[src/rtl/sram_ctrl.sv]
// Controller for a 16-bit asynchronous SRAM behind a 32-bit MMIO bus: each word access is two halfword phases.
// Optional macro SRAM_WAIT_EN stretches every strobe by WAIT_CYC cycles; without it strobes are one cycle.
module sram_ctrl #(
    parameter int ADDR_W   = 18,
    parameter int WAIT_CYC = 1
) (
    input  logic              clk,
    input  logic              reset,
    input  logic              stb,
    output logic              ack,
    input  logic [31:0]       addr,
    input  logic [31:0]       dtw,
    output logic [31:0]       dtr,
    input  logic              rw,
    output logic [ADDR_W-1:0] sram_a,
    output logic [15:0]       sram_dq_o,
    input  logic [15:0]       sram_dq_i,
    output logic              sram_dq_oe,
    output logic              sram_ce_n,
    output logic              sram_oe_n,
    output logic              sram_we_n
);

    typedef enum logic [2:0] {
        IDLE, LO_SETUP, LO_STRB, HI_SETUP, HI_STRB, ACK
    } state_t;

    state_t state_q, state_d;

    logic [ADDR_W-2:0] wa_q, wa_d;
    logic [31:0]       wd_q, wd_d;
    logic              rw_q, rw_d;
    logic [15:0]       rlo_q, rlo_d;
    logic [31:0]       dtr_q, dtr_d;

    logic              ack_q, ack_d;
    logic              ce_n_q, ce_n_d;
    logic              oe_n_q, oe_n_d;
    logic              we_n_q, we_n_d;
    logic              dq_oe_q, dq_oe_d;
    logic [ADDR_W-1:0] a_q, a_d;
    logic [15:0]       dq_q, dq_d;

    logic              strb_last;
    logic              hi_phase;

    logic unused_addr_bits;
    assign unused_addr_bits = ^{addr[31:ADDR_W+1], addr[1:0]};

`ifdef SRAM_WAIT_EN
    localparam int CNT_W = (WAIT_CYC > 0) ? $clog2(WAIT_CYC + 1) : 1;

    logic [CNT_W-1:0] cnt_q, cnt_d;

    assign strb_last = (cnt_q == '0);

    // Loaded on entry to a strobe state, counts down to zero on its last cycle.
    always_comb begin
        cnt_d = cnt_q;
        if ((state_d == LO_STRB || state_d == HI_STRB) && (state_q != state_d)) begin
            cnt_d = CNT_W'(WAIT_CYC);
        end else if ((state_q == LO_STRB || state_q == HI_STRB) && !strb_last) begin
            cnt_d = cnt_q - CNT_W'(1);
        end
    end

    always_ff @(posedge clk) begin
        if (reset) begin
            cnt_q <= '0;
        end else begin
            cnt_q <= cnt_d;
        end
    end
`else
    logic unused_wait_cyc;
    assign unused_wait_cyc = (WAIT_CYC != 0);
    assign strb_last       = 1'b1;
`endif

    always_comb begin
        state_d = state_q;
        wa_d    = wa_q;
        wd_d    = wd_q;
        rw_d    = rw_q;
        rlo_d   = rlo_q;
        dtr_d   = dtr_q;
        case (state_q)
            IDLE: begin
                if (stb) begin
                    state_d = LO_SETUP;
                    wa_d    = addr[ADDR_W:2];
                    wd_d    = dtw;
                    rw_d    = rw;
                end
            end
            LO_SETUP: state_d = LO_STRB;
            LO_STRB: begin
                if (strb_last) begin
                    state_d = HI_SETUP;
                    if (!rw_q) rlo_d = sram_dq_i;
                end
            end
            HI_SETUP: state_d = HI_STRB;
            HI_STRB: begin
                if (strb_last) begin
                    state_d = ACK;
                    if (!rw_q) dtr_d = {sram_dq_i, rlo_q};
                end
            end
            ACK:     state_d = IDLE;
            default: state_d = IDLE;
        endcase
    end

    // Pad-facing outputs are registered from the next state so they never glitch.
    always_comb begin
        ack_d    = 1'b0;
        ce_n_d   = 1'b1;
        oe_n_d   = 1'b1;
        we_n_d   = 1'b1;
        dq_oe_d  = 1'b0;
        a_d      = a_q;
        dq_d     = dq_q;
        hi_phase = (state_d == HI_SETUP) || (state_d == HI_STRB);
        case (state_d)
            LO_SETUP, LO_STRB, HI_SETUP, HI_STRB: begin
                ce_n_d = 1'b0;
                a_d    = {wa_d, hi_phase};
                if (rw_d) begin
                    dq_oe_d = 1'b1;
                    dq_d    = hi_phase ? wd_d[31:16] : wd_d[15:0];
                end
                if (state_d == LO_STRB || state_d == HI_STRB) begin
                    if (rw_d) we_n_d = 1'b0;
                    else      oe_n_d = 1'b0;
                end
            end
            ACK:     ack_d = 1'b1;
            default: ack_d = 1'b0;
        endcase
    end

    always_ff @(posedge clk) begin
        if (reset) begin
            state_q <= IDLE;
            ack_q   <= 1'b0;
            ce_n_q  <= 1'b1;
            oe_n_q  <= 1'b1;
            we_n_q  <= 1'b1;
            dq_oe_q <= 1'b0;
            a_q     <= '0;
            dq_q    <= '0;
            dtr_q   <= '0;
        end else begin
            state_q <= state_d;
            ack_q   <= ack_d;
            ce_n_q  <= ce_n_d;
            oe_n_q  <= oe_n_d;
            we_n_q  <= we_n_d;
            dq_oe_q <= dq_oe_d;
            a_q     <= a_d;
            dq_q    <= dq_d;
            dtr_q   <= dtr_d;
        end
    end

    // Request latches and the low-half read buffer carry no reset; they are
    // only consumed after being loaded by an accepted access.
    always_ff @(posedge clk) begin
        wa_q  <= wa_d;
        wd_q  <= wd_d;
        rw_q  <= rw_d;
        rlo_q <= rlo_d;
    end

    assign ack        = ack_q;
    assign dtr        = dtr_q;
    assign sram_a     = a_q;
    assign sram_dq_o  = dq_q;
    assign sram_dq_oe = dq_oe_q;
    assign sram_ce_n  = ce_n_q;
    assign sram_oe_n  = oe_n_q;
    assign sram_we_n  = we_n_q;

endmodule

[config.mk]
export PLATFORM = sky130hd
export DESIGN_NAME = sram_ctrl
export DESIGN_NICKNAME = d
export VERILOG_FILES = /design/src/rtl/sram_ctrl.sv
export SDC_FILE = /design/constraint.sdc
export NUM_CORES = 1
export LEC_CHECK = 0
export ABC_AREA = 1
export ABC_CLOCK_PERIOD_IN_PS = 2700
export CORE_ASPECT_RATIO = 2
export CORE_MARGIN = 2
export CORE_UTILIZATION = 47
export CTS_BUF_LIST = sky130_fd_sc_hd__clkbuf_16
export DETAILED_ROUTE_END_ITERATION = 8
export GPL_TIMING_DRIVEN = 0
export PLACE_DENSITY_LB_ADDON = 0.2
export SYNTH_ARGS = -nofsm -noshare
export SYNTH_HDL_FRONTEND = slang
export SYNTH_SLANG_ARGS = --single-unit
[constraint.sdc]
create_clock -name clk -period 2.7 [get_ports clk]
set_input_delay 0.405 -clock clk [delete_from_list [all_inputs] [get_ports clk]]
set_output_delay 0.405 -clock clk [all_outputs]
set_load 0.005 [all_outputs]
==> results.txt, run 1 <==
* Status: finished clean
- Final cycle utilization of the critical path: 71.0%
* # port buffers: 139
* Minimum period implied by the final worst setup slack: 1.92 ns
* Total global routing track utilization: 23.7%
- Clock latency on the worst-skew pair: 0.41 ns
- Path category of the worst min-delay check: flip-flop to flip-flop
- Switching power summed over all nets: 1.87 mW
* Slew margin rel.: 60.4%
- A synthesized cell averages 8.17 um^2.
* Maximum number of pins on one net before global-route repair: 17
* Worst min-delay path endpoint: dtr[18]$_SDFFE_PP0P_
- For this run, design rule violations remaining after detail routing come to 0.
- # clock sinks: 140
* Via count of the first global-routing pass: 4,910
* CTS tree: built
- In this run the critical register-to-register path is captured at rlo_q[11]$_DFFE_PP_.
- The detailed router placed 4,733 vias in this run.
* Die H: 155 um
* Origin of the worst min-delay path: dtr[18]$_SDFFE_PP0P_
* Antenna violations before repair: 0
* Required time at the worst-slack endpoint: 3.01 ns
* Fraction of the core area covered by cells at the end of the flow: 67.4%
* Layout cell share with drive strength beyond 1: 7.03%
- The worst setup path is of the input pin to flip-flop kind.
- The repair_antennas step left the layout with diodes totalling 0.
* H-Tree Depth: 4
* Combinational group share of total power: 22.5%
* Cell Int Power: 4.80 mW
* Mapped cell area: 5340 um^2
* FF+latch area: 2960 um^2
- Net switching is 28.1% of the power.
- Total CTS buffers: 17
- The placed instances occupy a cell area of 6920 um^2.
* Fraction of the yosys area taken by sequential cells: 55.5%
* Final weighted congestion of routability-driven global placement: 0.845
* Dominant cells by area after synthesis: dfxtp_1 (47%), nand2_1 (11%), edfxtp_1 (9.0%)
- Max-cap violations in this run came to 0.
* Hold WS: 0.446 ns
- The die covers 12,300 um^2.
* Die Span X: 79.3 um
- Syn nets: 737
- Setup clock skew after layout: 0.00697 ns
* Multi-input gate area in the final layout: 1870 um^2
- For the worst flop-to-flop path, the logic depth is 5.
- After clock tree synthesis, the clock-pin slew on the worst setup and hold paths is 0.06 ns.
- During synthesis, Yosys emitted a total of 0 warnings.
- Final slew viol count: 0
* Post-synthesis to final-layout area growth: 41.7%
- Count of pins on the block boundary: 155
- Highest clock rate: 521 MHz
- The number of hold buffers added after CTS was 0.
- After the first detailed-routing iteration, the DRC count stood at 210.
- Top library cells by usage in the layout, fill and taps aside: nand2_1 (153), clkdlybuf4s50_1 (139), dfxtp_1 (124)
- The share of total power dissipated in the clock network is 37.2%.
* Worst-case vdd ir drop: 646 uV
- Counting every instance in the synthesized netlist gives 653.
- CP Capture Type: flip-flop
- Half-perimeter wire length after detailed placement: 10,400 um
- Of the post-synthesis cell area, the dominant cell type holds 46.5%.
* Area of the core: 11,200 um^2
* Num rows: 55
- Post-layout net count: 896
- Post-synthesis register bit count: 140
- Launch point of the worst reg-to-reg path: state_q[2]$_SDFF_PP0_
* Aggregate routed wire length: 14,000 um
- The library cell used most frequently in the layout, excluding fill and tap cells, is nand2_1.
- DRT antenna net count: 0
- Summed over all layers, the global routing overflow is 0.
- Cell accounting for the most synthesized area: dfxtp_1
- The first global-routing pass estimated 22,900 um of wire.
- Dividing the detail-routed via count by the number of cells gives 4.89.
- Synthesis instantiated 21 different standard cells from the library.
* Starting density of the core: 47.6%
- Cells resized by post-CTS repair: 0
- Setup violations remaining at the end of the flow were counted as 0.
* Root Driver: clkbuf_16
- Registers are responsible for 40.3% of the overall power.
- Worst Max-Slew Pin Slew: 0.594 ns
- Maximum buffer depth of the clock tree: 2
- Setup repair after global routing left no endpoint under its margin.
* Startpoint type of the worst setup path: input pin
- Routed WL per cell: 14.4 um
* Highest net fanout along the worst path: 10
* Worst endpoint data arrival time: 2.23 ns
* Layout Cell Area excl Fill: 7560 um^2
- The analysis attributes to cell leakage a power of 3.32 nW.
- Drt first pass iters: 4
- Post-CTS setup repair buffer count: 0
- Power per cell area: 883 nW/um^2
- Setup total negative slack on the finished layout was measured at 0 ns.
- In this run the register-to-register setup slack is 0.83 ns.
* Final-report hold violation count: 0
- The worst hold path passes through 2 cells.
* Count of filler cells inserted in the layout: 966
-- critical path: stages --
cell and delay (ns):
clkdlybuf4s50_1 0.45, inv_1 0.06, nor2_2 0.25, clkbuf_1 0.51
nand3b_1 0.22, nand3_1 0.14, nand3_1 0.08, nand2_1 0.07
inv_1 0.04
-- area by class of cell --
| class | instances | area share [%] |
|---|---|---|
| Tap cell | 142 | 2.35 |
| Inverter | 93 | 4.62 |
| Multi-Input combinational cell | 384 | 24.7 |
| Timing Repair Buffer | 140 | 18.6 |
| Buffer | 36 | 2.12 |
| Sequential cell | 140 | 39.2 |
| Clock buffer | 17 | 5.63 |
| Clock inverter | 15 | 2.83 |
-- metrics by stage --
| step | instances | worst slack [ns] | power, mW |
|---|---|---|---|
| final | 967 | 0.782 | 6.67 |
| after global placement | 934 | -0.238 | 4.16 |
| after floorplan | 653 | 0.372 | 3.54 |
| after detailed placement | 935 | 0.393 | 4.22 |
| after global routing | 967 | 0.653 | 7.02 |
| after CTS | 967 | 0.810 | 6.71 |
-- cell families after synthesis --
kind of cell           Yosys count  share of synthesized area [%]
AOI/OAI and AO/OA               71                           6.73
DFF                            140                           55.5
buffers and inverters          129                           9.55
and+or+nand+nor                313                           28.2
-- cell usage after synthesis, drive strengths merged --
cell,instances
dfxtp,124
buf,13
nand2,156
edfxtp,16
nor2,9
a21oi,37
nor3,2
and2,31
clkbuf,23
nand3b,31
nand3,84
o21ai,34
inv,93
-- power groups by stage --
stage                     logic [mW]  clock network (mW)  registers (mW)
after global routing            1.69                2.60            2.73
after CTS                       1.51                2.51            2.69
after global placement          1.45                   0            2.71
after detailed placement        1.50                   0            2.73
final                           1.50                2.48            2.69
after floorplan                0.832                   0            2.71
-- state kept, by name, summed over array words and instances (netlist names), 3 cells and up --
| name | cells |
|---|---|
| dtr | 32 |
| rlo_q | 16 |
| sram_a | 18 |
| sram_dq_o | 16 |
| state_q | 3 |
| wa_q | 17 |
| wd_q | 32 |
-- worst max path at each step --
stage                                     start                          to  slack [ns]  depth (start not counted)
final                                       stb   sram_dq_o[6]$_SDFFE_PP0P_        0.78                          9
after global placement    state_q[2]$_SDFF_PP0_          rlo_q[5]$_DFFE_PP_       -0.24                          4
after floorplan           state_q[1]$_SDFF_PP0_          rlo_q[0]$_DFFE_PP_        0.37                          3
after CTS                                   stb   sram_dq_o[6]$_SDFFE_PP0P_        0.81                          9
after detailed placement                    stb   sram_dq_o[6]$_SDFFE_PP0P_        0.39                          9
after global routing                        stb  sram_dq_o[12]$_SDFFE_PP0P_        0.65                         10
-- metal layers --
metal  vias up  part of all wire, %  GRT usage, %
met3        37                  4.5          5.78
li1       2373                    -             -
met1      2191                   38          24.7
met5         -                    0             0
met2       132                   54          43.5
met4         0                  3.1          10.9
No activity file was read; power rests on OpenSTA's default activity.
==> run 2: changes to the inputs <==
--- a/config.mk
+++ b/config.mk
@@ -6,7 +6,7 @@
 export NUM_CORES = 1
 export LEC_CHECK = 0
 export ABC_AREA = 1
-export ABC_CLOCK_PERIOD_IN_PS = 2700
+export ABC_CLOCK_PERIOD_IN_PS = 1900
 export CORE_ASPECT_RATIO = 2
 export CORE_MARGIN = 2
 export CORE_UTILIZATION = 47
==> constraint.sdc (replaced) <==
create_clock -name clk -period 1.9 [get_ports clk]
set_input_delay 0.285 -clock clk [delete_from_list [all_inputs] [get_ports clk]]
set_output_delay 0.285 -clock clk [all_outputs]
set_load 0.005 [all_outputs]
==> run 2 against run 1 <==
  * Final cell count fell by 0.10%
  * Critical path type is now flip-flop to flip-flop
  * Clock power rose by 45%
  * Worst hold slack got worse by 0.0021 ns
  * Highest routed layer unchanged
  * Global-route usage fell by 0.27 points
==> results.txt, run 2 (synthesis gave the netlist of run 1 again) <==
- Status: finished clean
- The total clock buffers created by CTS came to 17 (unchanged).
- Final weighted congestion of routability-driven global placement: 0.838 (-0.82%)
* Via count of the first global-routing pass: 4,858 (-1.1%)
- The estimated wirelength of the detail-placed design was 10,200 um (-2.0%).
* Final-report hold violation count: 0 (unchanged)
- The worst setup path is launched from a flip-flop.
* Drt first pass iters: 4 (unchanged)
- Die H: 155 um (unchanged)
- The cell family contributing the most delay on the critical path is simple AND/OR/NAND/NOR gates.
- Based on the critical path, the design can be clocked at up to 572 MHz.
* Leak pwr: 3.34 nW (+0.78%)
- Maximum buffer depth of the clock tree: 2 (unchanged)
* Worst-case vdd ir drop: 995 uV (+54%)
- RSZ-0062 raised after global routing: yes
* Initial DRC count: 194 (-7.6%)
- CP bufs+invs: 2 (-2)
- The number of buffers added on ports was 139 (unchanged).
- Overflow after GRT: 0 (unchanged)
- TritonCTS built the clock tree.
- The final net count is 895 (-0.11%).
* Most common library cell in the layout ignoring fill and taps: nand2_1
* Worst Max-Slew Pin Slew: 0.513 ns (-0.0812 ns)
- STA classifies the critical path endpoint as a flip-flop.
- The worst path arrival time was 2.05 ns (-0.18 ns).
* Top library cells by usage in the layout, fill and taps aside: nand2_1 (153), clkdlybuf4s50_1 (139), dfxtp_1 (122)
- The count of max-cap constraint violations is 0 (unchanged).
- Routed WL per cell: 14.4 um (-0.52%)
- The wire length on met1 is 5220 um (-2.9%).
* Avg Vias per Cell: 4.85 (-0.83%)
* Root Driver: clkbuf_16
* Final cell count without fillers: 966 (-0.10%)
* Maximum number of pins on one net before global-route repair: 17 (unchanged)
- # clock sinks: 140 (unchanged)
- The tightest slew margin relative to the limit was 65.8% (+5.4 points).
- Global-route wire length before repair: 22,300 um (-2.2%)
- The number of H-tree levels came to 4 (unchanged).
- The number of failing setup endpoints in the final timing report is 0 (unchanged).
- The setup path with the least slack is of type flip-flop to flip-flop.
- The number of placed I/O pins came to 155 (unchanged).
- Aggregate routed wire length: 13,900 um (-0.62%)
- The signal on the critical path passes through nor2_4, nand2_2, nand2_1, nand2_2, nor2_4, buf_4, nand3_1, nand2_1, inv_1.
- Number of vias in the routed layout: 4,689 (-0.93%)
* Starting density of the core: 47.6% (unchanged)
* Minimum period implied by the final worst setup slack: 1.75 ns
- Delay of the slowest cell on the worst path: 0.36 ns (-0.15 ns)
- The die outline area is 12,300 um^2 (unchanged).
- Die Span X: 79.3 um (unchanged)
- Ant diodes: 0 (unchanged)
- Clock latency on the worst-skew pair: 0.42 ns (about the same)
- Path category of the worst min-delay check: flip-flop to flip-flop
- The largest driver fanout on the critical path came to 10 (unchanged).
- The worst hold margin came to 0.444 ns (-0.00206 ns).
- The number of antenna violations at the first check in global routing was 0 (unchanged).
- DRT antenna net count: 0 (unchanged)
* Setup clock skew after layout: 0.0106 ns (+0.00359 ns)
- Count of filler cells inserted in the layout: 901 (-6.7%)
* Post-synthesis to final-layout area growth: 42.4%
* Post-CTS clock slew at the launch and capture registers of the worst setup and hold paths: 0.06 ns (about the same)
- Met3 Routed Length: 582 um (-6.4%)
- Top layer reached by signal wires: met4
- Dividing the final minimum period by the clock period gives 92.0%.
- Power per cell area: 1260 nW/um^2 (+43%)
- The total core area is 11,200 um^2 (unchanged).
* Total global routing track utilization: 23.4% (-0.27 points)
- The wire length on met2 is 7720 um (+2.3%).
- Final slew viol count: 0 (unchanged)
- Layout cell share with drive strength beyond 1: 7.52% (+0.49 points)
- Critical Path Slowest Stage Cell: dfxtp_1
- Number of remaining DRC errors: 0 (unchanged)
- The worst path required time was 2.21 ns (-0.80 ns).
* Cell count after placement: 934 (-0.11%)
* Num rows: 55 (unchanged)
run 2: cell types whose count changed in the layout (fill, tap and decap cells not counted), moves of 2 or more:
cell / change
clkinv_2: +2
inv_6: -2
clkbuf_2: +2
clkbuf_1: -3
clkinvlp_4: -2
dfxtp_1: -2
dfxtp_2: +2
run 2: layout make-up:
type                            count  area [um^2]  area share, %
Sequential cell                   140         2970           39.0
Multi-Input combinational cell    384         1880           24.8
Timing Repair Buffer              140         1410           18.6
Clock buffer                       17          425           5.60
Inverter                           93          349           4.60
Clock inverter                     15          223           2.93
Tap cell                          142          178           2.34
Buffer                             35          159           2.09
run 2: where the power goes:
| part | switching, mW | internal, mW | leakage (nW) |
|---|---|---|---|
| Combinational | 1.12 | 1.02 | 1.86 |
| Sequential | 0.238 | 3.59 | 1.17 |
| Clock | 1.26 | 2.33 | 0.315 |
| Total | 2.62 | 6.94 | 3.34 |
run 2: final timing paths:
| kind | start | end | slack (ns) | depth (start not counted) |
|---|---|---|---|---|
| min reg2reg | wa_q[1]$_DFF_P_ | wa_q[1]$_DFF_P_ | 0.44 | 2 |
| min | wa_q[1]$_DFF_P_ | wa_q[1]$_DFF_P_ | 0.44 | 2 |
| max | state_q[1]$_SDFF_PP0_ | sram_dq_o[10]$_SDFFE_PP0P_ | 0.15 | 9 |
| max reg2reg | state_q[1]$_SDFF_PP0_ | sram_dq_o[10]$_SDFFE_PP0P_ | 0.15 | 9 |
run 2: what timing repair did:
| action | in CTS | in global routing |
|---|---|---|
| endpoints found under the hold margin | 0 | 0 |
| endpoints found under the setup margin | 16 | 23 |
| setup buffers | 1 | 0 |
| gates cloned | 0 | 0 |
| resized for setup | 1 | 8 |
| pin swaps | 1 | 0 |
| hold buffers | 0 | 0 |
run 2: stage by stage:
stage	area (um^2)	setup TNS [ns]	utilization (%)	total power [mW]	setup slack (ns)
after global placement	6910	-15.04	61.6	5.91	-0.381
after floorplan	5340	0	-	5.03	0.0680
final	7590	0	67.7	9.56	0.151
after CTS	7580	0	67.6	9.62	0.0575
after global routing	7590	-0.000652	67.7	10.1	-0.000652
after detailed placement	6910	-19.31	61.6	5.99	-0.443
run 2: routing by layer:
layer,track usage (%),vias up
li1,-,2375
met1,23.5,2164
met2,44.0,129
met3,6.13,21
met4,10.0,0
met5,0,-
run 2: worst reg2reg max path, delay by kind of cell, from the launching register on:
family	cells	cell delay (ns)
flip-flops	1	0.36
AND/OR/NAND/NOR	7	1.03
buffers and inverters	2	0.26
==> run 3: changes to the inputs <==
--- a/config.mk
+++ b/config.mk
@@ -14,6 +14,7 @@
 export DETAILED_ROUTE_END_ITERATION = 8
 export GPL_TIMING_DRIVEN = 0
 export PLACE_DENSITY_LB_ADDON = 0.2
+export RECOVER_POWER = 50
 export SYNTH_ARGS = -nofsm -noshare
 export SYNTH_HDL_FRONTEND = slang
 export SYNTH_SLANG_ARGS = --single-unit
==> run 3 against run 2 <==
  * Register-to-register slack about the same
  * Critical path depth unchanged
  * Design area about the same
  * Sequential cell count unchanged
  * Via count increased by 0.73%
  * Combinational power about the same
  * Sequential power about the same
  * Die area unchanged
  * Wire length increased by 0.32%
  * Worst hold slack about the same
  * Clock skew decreased by 0.0018 ns
  * Critical path type unchanged
  * Critical endpoint unchanged
  * Largest cell class unchanged
==> results.txt, run 3 (synthesis gave the netlist of run 1 again) <==
- Status: finished clean
- The die outline area is 12,300 um^2 (unchanged).
- The y dimension of the die came to 155 um (unchanged).
- The number of placed I/O pins was 155 (unchanged).
- The cell sitting at the root of the clock tree is a clkbuf_16.
* CTS tree: built
- The final worst clock skew was 0.00874 ns (-0.00182 ns).
- The clock net sink count was 140 (unchanged).
* Post-layout net count: 895 (unchanged)
- Worst-case reg-to-reg path depth: 9 (unchanged)
- Worst Hold Depth: 2 (unchanged)
- Total global routing track utilization: 23.4% (unchanged)
* Number of buffers added to fix hold violations after cts: 0 (unchanged)
- Setup repair after global routing could not meet its margin everywhere.
- Drt first pass iters: 5 (+1)
- Area of the core: 11,200 um^2 (unchanged)
- Setup-violating endpoint count in the final report: 0 (unchanged)
- Top library cells by usage in the layout, fill and taps aside: nand2_1 (153), clkdlybuf4s50_1 (123), dfxtp_1 (122)
* Maximum number of pins on one net before global-route repair: 17 (unchanged)
- Startpoint-to-endpoint class of the critical path: flip-flop to flip-flop
* Worst Max-Slew Pin Slew: 0.510 ns (-0.00268 ns)
- Die Span X: 79.3 um (unchanged)
* Highest clock rate: 574 MHz (+0.42%)
- Initial DRC count: 178 (-8.2%)
- The estimated wirelength of the detail-placed design is 10,200 um (unchanged).
- Routed WL per cell: 14.4 um (+0.21%)
* Number of vias in the routed layout: 4,723 (+0.73%)
- The leakage power figure is 3.35 nW (+0.13%).
- The number of antenna violations at the first check in global routing is 1 (+1).
* Top layer reached by signal wires: met4
- Worst-case vdd ir drop: 993 uV (-0.21%)
* Total CTS buffers: 17 (unchanged)
* Maximum buffer depth of the clock tree: 2 (unchanged)
- The register-to-register setup slack came to 0.16 ns (about the same).
- CP Capture Type: flip-flop
- The post-detailed-route via-to-cell ratio is 4.88 (+0.62%).
- Reg-to-reg critical path endpoint: sram_dq_o[10]$_SDFFE_PP0P_
- Num rows: 55 (unchanged)
- The antenna violation net count after detailed routing was 0 (unchanged).
* List of cells traversed by the critical path: nor2_4, nand2_2, nand2_1, nand2_2, nor2_4, buf_4, nand3_1, nand2_1, inv_1
* Post-CTS clock slew at the launch and capture registers of the worst setup and hold paths: 0.06 ns (about the same)
* Delay of the slowest cell on the worst path: 0.36 ns (about the same)
- The worst hold margin was 0.443 ns (-0.000447 ns).
- Post-synthesis to final-layout area growth: 42.4% (about the same)
- Number of remaining DRC errors: 0 (unchanged)
- The wire length on met2 was 7660 um (-0.79%).
- The final estimated routing congestion in global placement was 0.838 (unchanged).
* Met3 Routed Length: 585 um (+0.52%)
* Worst min-delay path endpoint: wa_q[1]$_DFF_P_
- Leaving out fill and tap cells, the most frequent cell in the layout is nand2_1.
- The worst path required time was 2.21 ns (about the same).
- The sum of overflow across all layers after global routing was 0 (unchanged).
- The min-delay analysis places its worst path in the category flip-flop to flip-flop.
- Layout Cell Area excl Fill: 7600 um^2 (about the same)
- The worst-skew pair later-pin latency came to 0.41 ns (about the same).
* Final setup TNS: 0 ns (unchanged)
- The startpoint identified for the worst hold timing path is wa_q[1]$_DFF_P_.
- The largest driver fanout on the critical path was 10 (unchanged).
* Worst endpoint data arrival time: 2.05 ns (about the same)
- The worst setup path is launched from a flip-flop.
- Slew margin rel.: 66.0% (+0.18 points)
- The post-place instance area came to 6910 um^2 (unchanged).
- The wire length on met1 was 5290 um (+1.3%).
- The global-route wire length before repair is 22,300 um (unchanged).
- Final slew viol count: 0 (unchanged)
- The final period demand of the worst path came to 1.74 ns (-0.00727 ns).
* Final-report hold violation count: 0 (unchanged)
- The total wirelength of the detailed-routed design is 13,900 um (+0.32%).
- The via count of the first global-routing pass came to 4,858 (unchanged).
- Final cycle utilization of the critical path: 91.7% (-0.38 points)
* Launch point of the worst reg-to-reg path: state_q[1]$_SDFF_PP0_
- Starting density of the core: 47.6% (unchanged)
- H-Tree Depth: 4 (unchanged)
- # port buffers: 139 (unchanged)
- Critical Path Slowest Stage Cell: dfxtp_1
- The count of max-cap constraint violations is 0 (unchanged).
- The fraction of layout cells with a size suffix above 1 was 7.52% (unchanged).
- The power density relative to cell area is 1260 nW/um^2 (about the same).
run 3: timing repair:
action	in CTS	in global routing
buffers inserted	1	0
gates resized for setup	1	8
endpoints found under the setup margin	16	23
pin swaps	1	0
run 3: cell type report:
class / count / area [um^2]
fillers: 899 / 3620
plain buffers: 35 / 159
flip-flops and latches: 140 / 2970
multi-input cells: 384 / 1880
clock buffers: 17 / 425
repair buffers: 140 / 1410
clock inverters: 15 / 223
diodes: 1 / 2.50
well taps: 142 / 178
inverters: 93 / 349
run 3: through the flow:
stage                     util (%)  worst slack (ns)  total power, mW  cells
after global routing          67.7         -0.000652             10.1    967
after CTS                     67.6            0.0575             9.62    967
final                         67.7             0.159             9.55    967
after detailed placement      61.6            -0.443             5.99    934
after global placement        61.6            -0.381             5.91    934
after floorplan                  -            0.0680             5.03    653
run 3: worst max path at each step:
stage / end / slack [ns] / start
detailed placement: rlo_q[8]$_DFFE_PP_ / -0.44 / state_q[1]$_SDFF_PP0_
global placement: rlo_q[8]$_DFFE_PP_ / -0.38 / state_q[2]$_SDFF_PP0_
CTS: sram_dq_o[10]$_SDFFE_PP0P_ / 0.06 / state_q[0]$_SDFF_PP0_
floorplan: rlo_q[0]$_DFFE_PP_ / 0.07 / state_q[1]$_SDFF_PP0_
global route: sram_dq_o[6]$_SDFFE_PP0P_ / -0.0007 / state_q[1]$_SDFF_PP0_
finish: sram_dq_o[10]$_SDFFE_PP0P_ / 0.16 / state_q[1]$_SDFF_PP0_
run 3: metal layers:
metal | track usage (%) | up-vias
met5 | 0 | -
met2 | 44.0 | 131
met1 | 23.5 | 2190
met3 | 6.13 | 27
li1 | - | 2375
met4 | 10.0 | 0
run 3: power breakdown:
group          switching [mW]  internal, mW
sequential              0.238          3.59
clock                    1.26          2.33
combinational            1.13          1.01
total                    2.62          6.93
run 3: worst max-delay path: cells and delay by family (launching register included):
kind,cells,cell delay (ns)
buffers and inverters,2,0.26
DFF,1,0.36
and+or+nand+nor,7,1.03
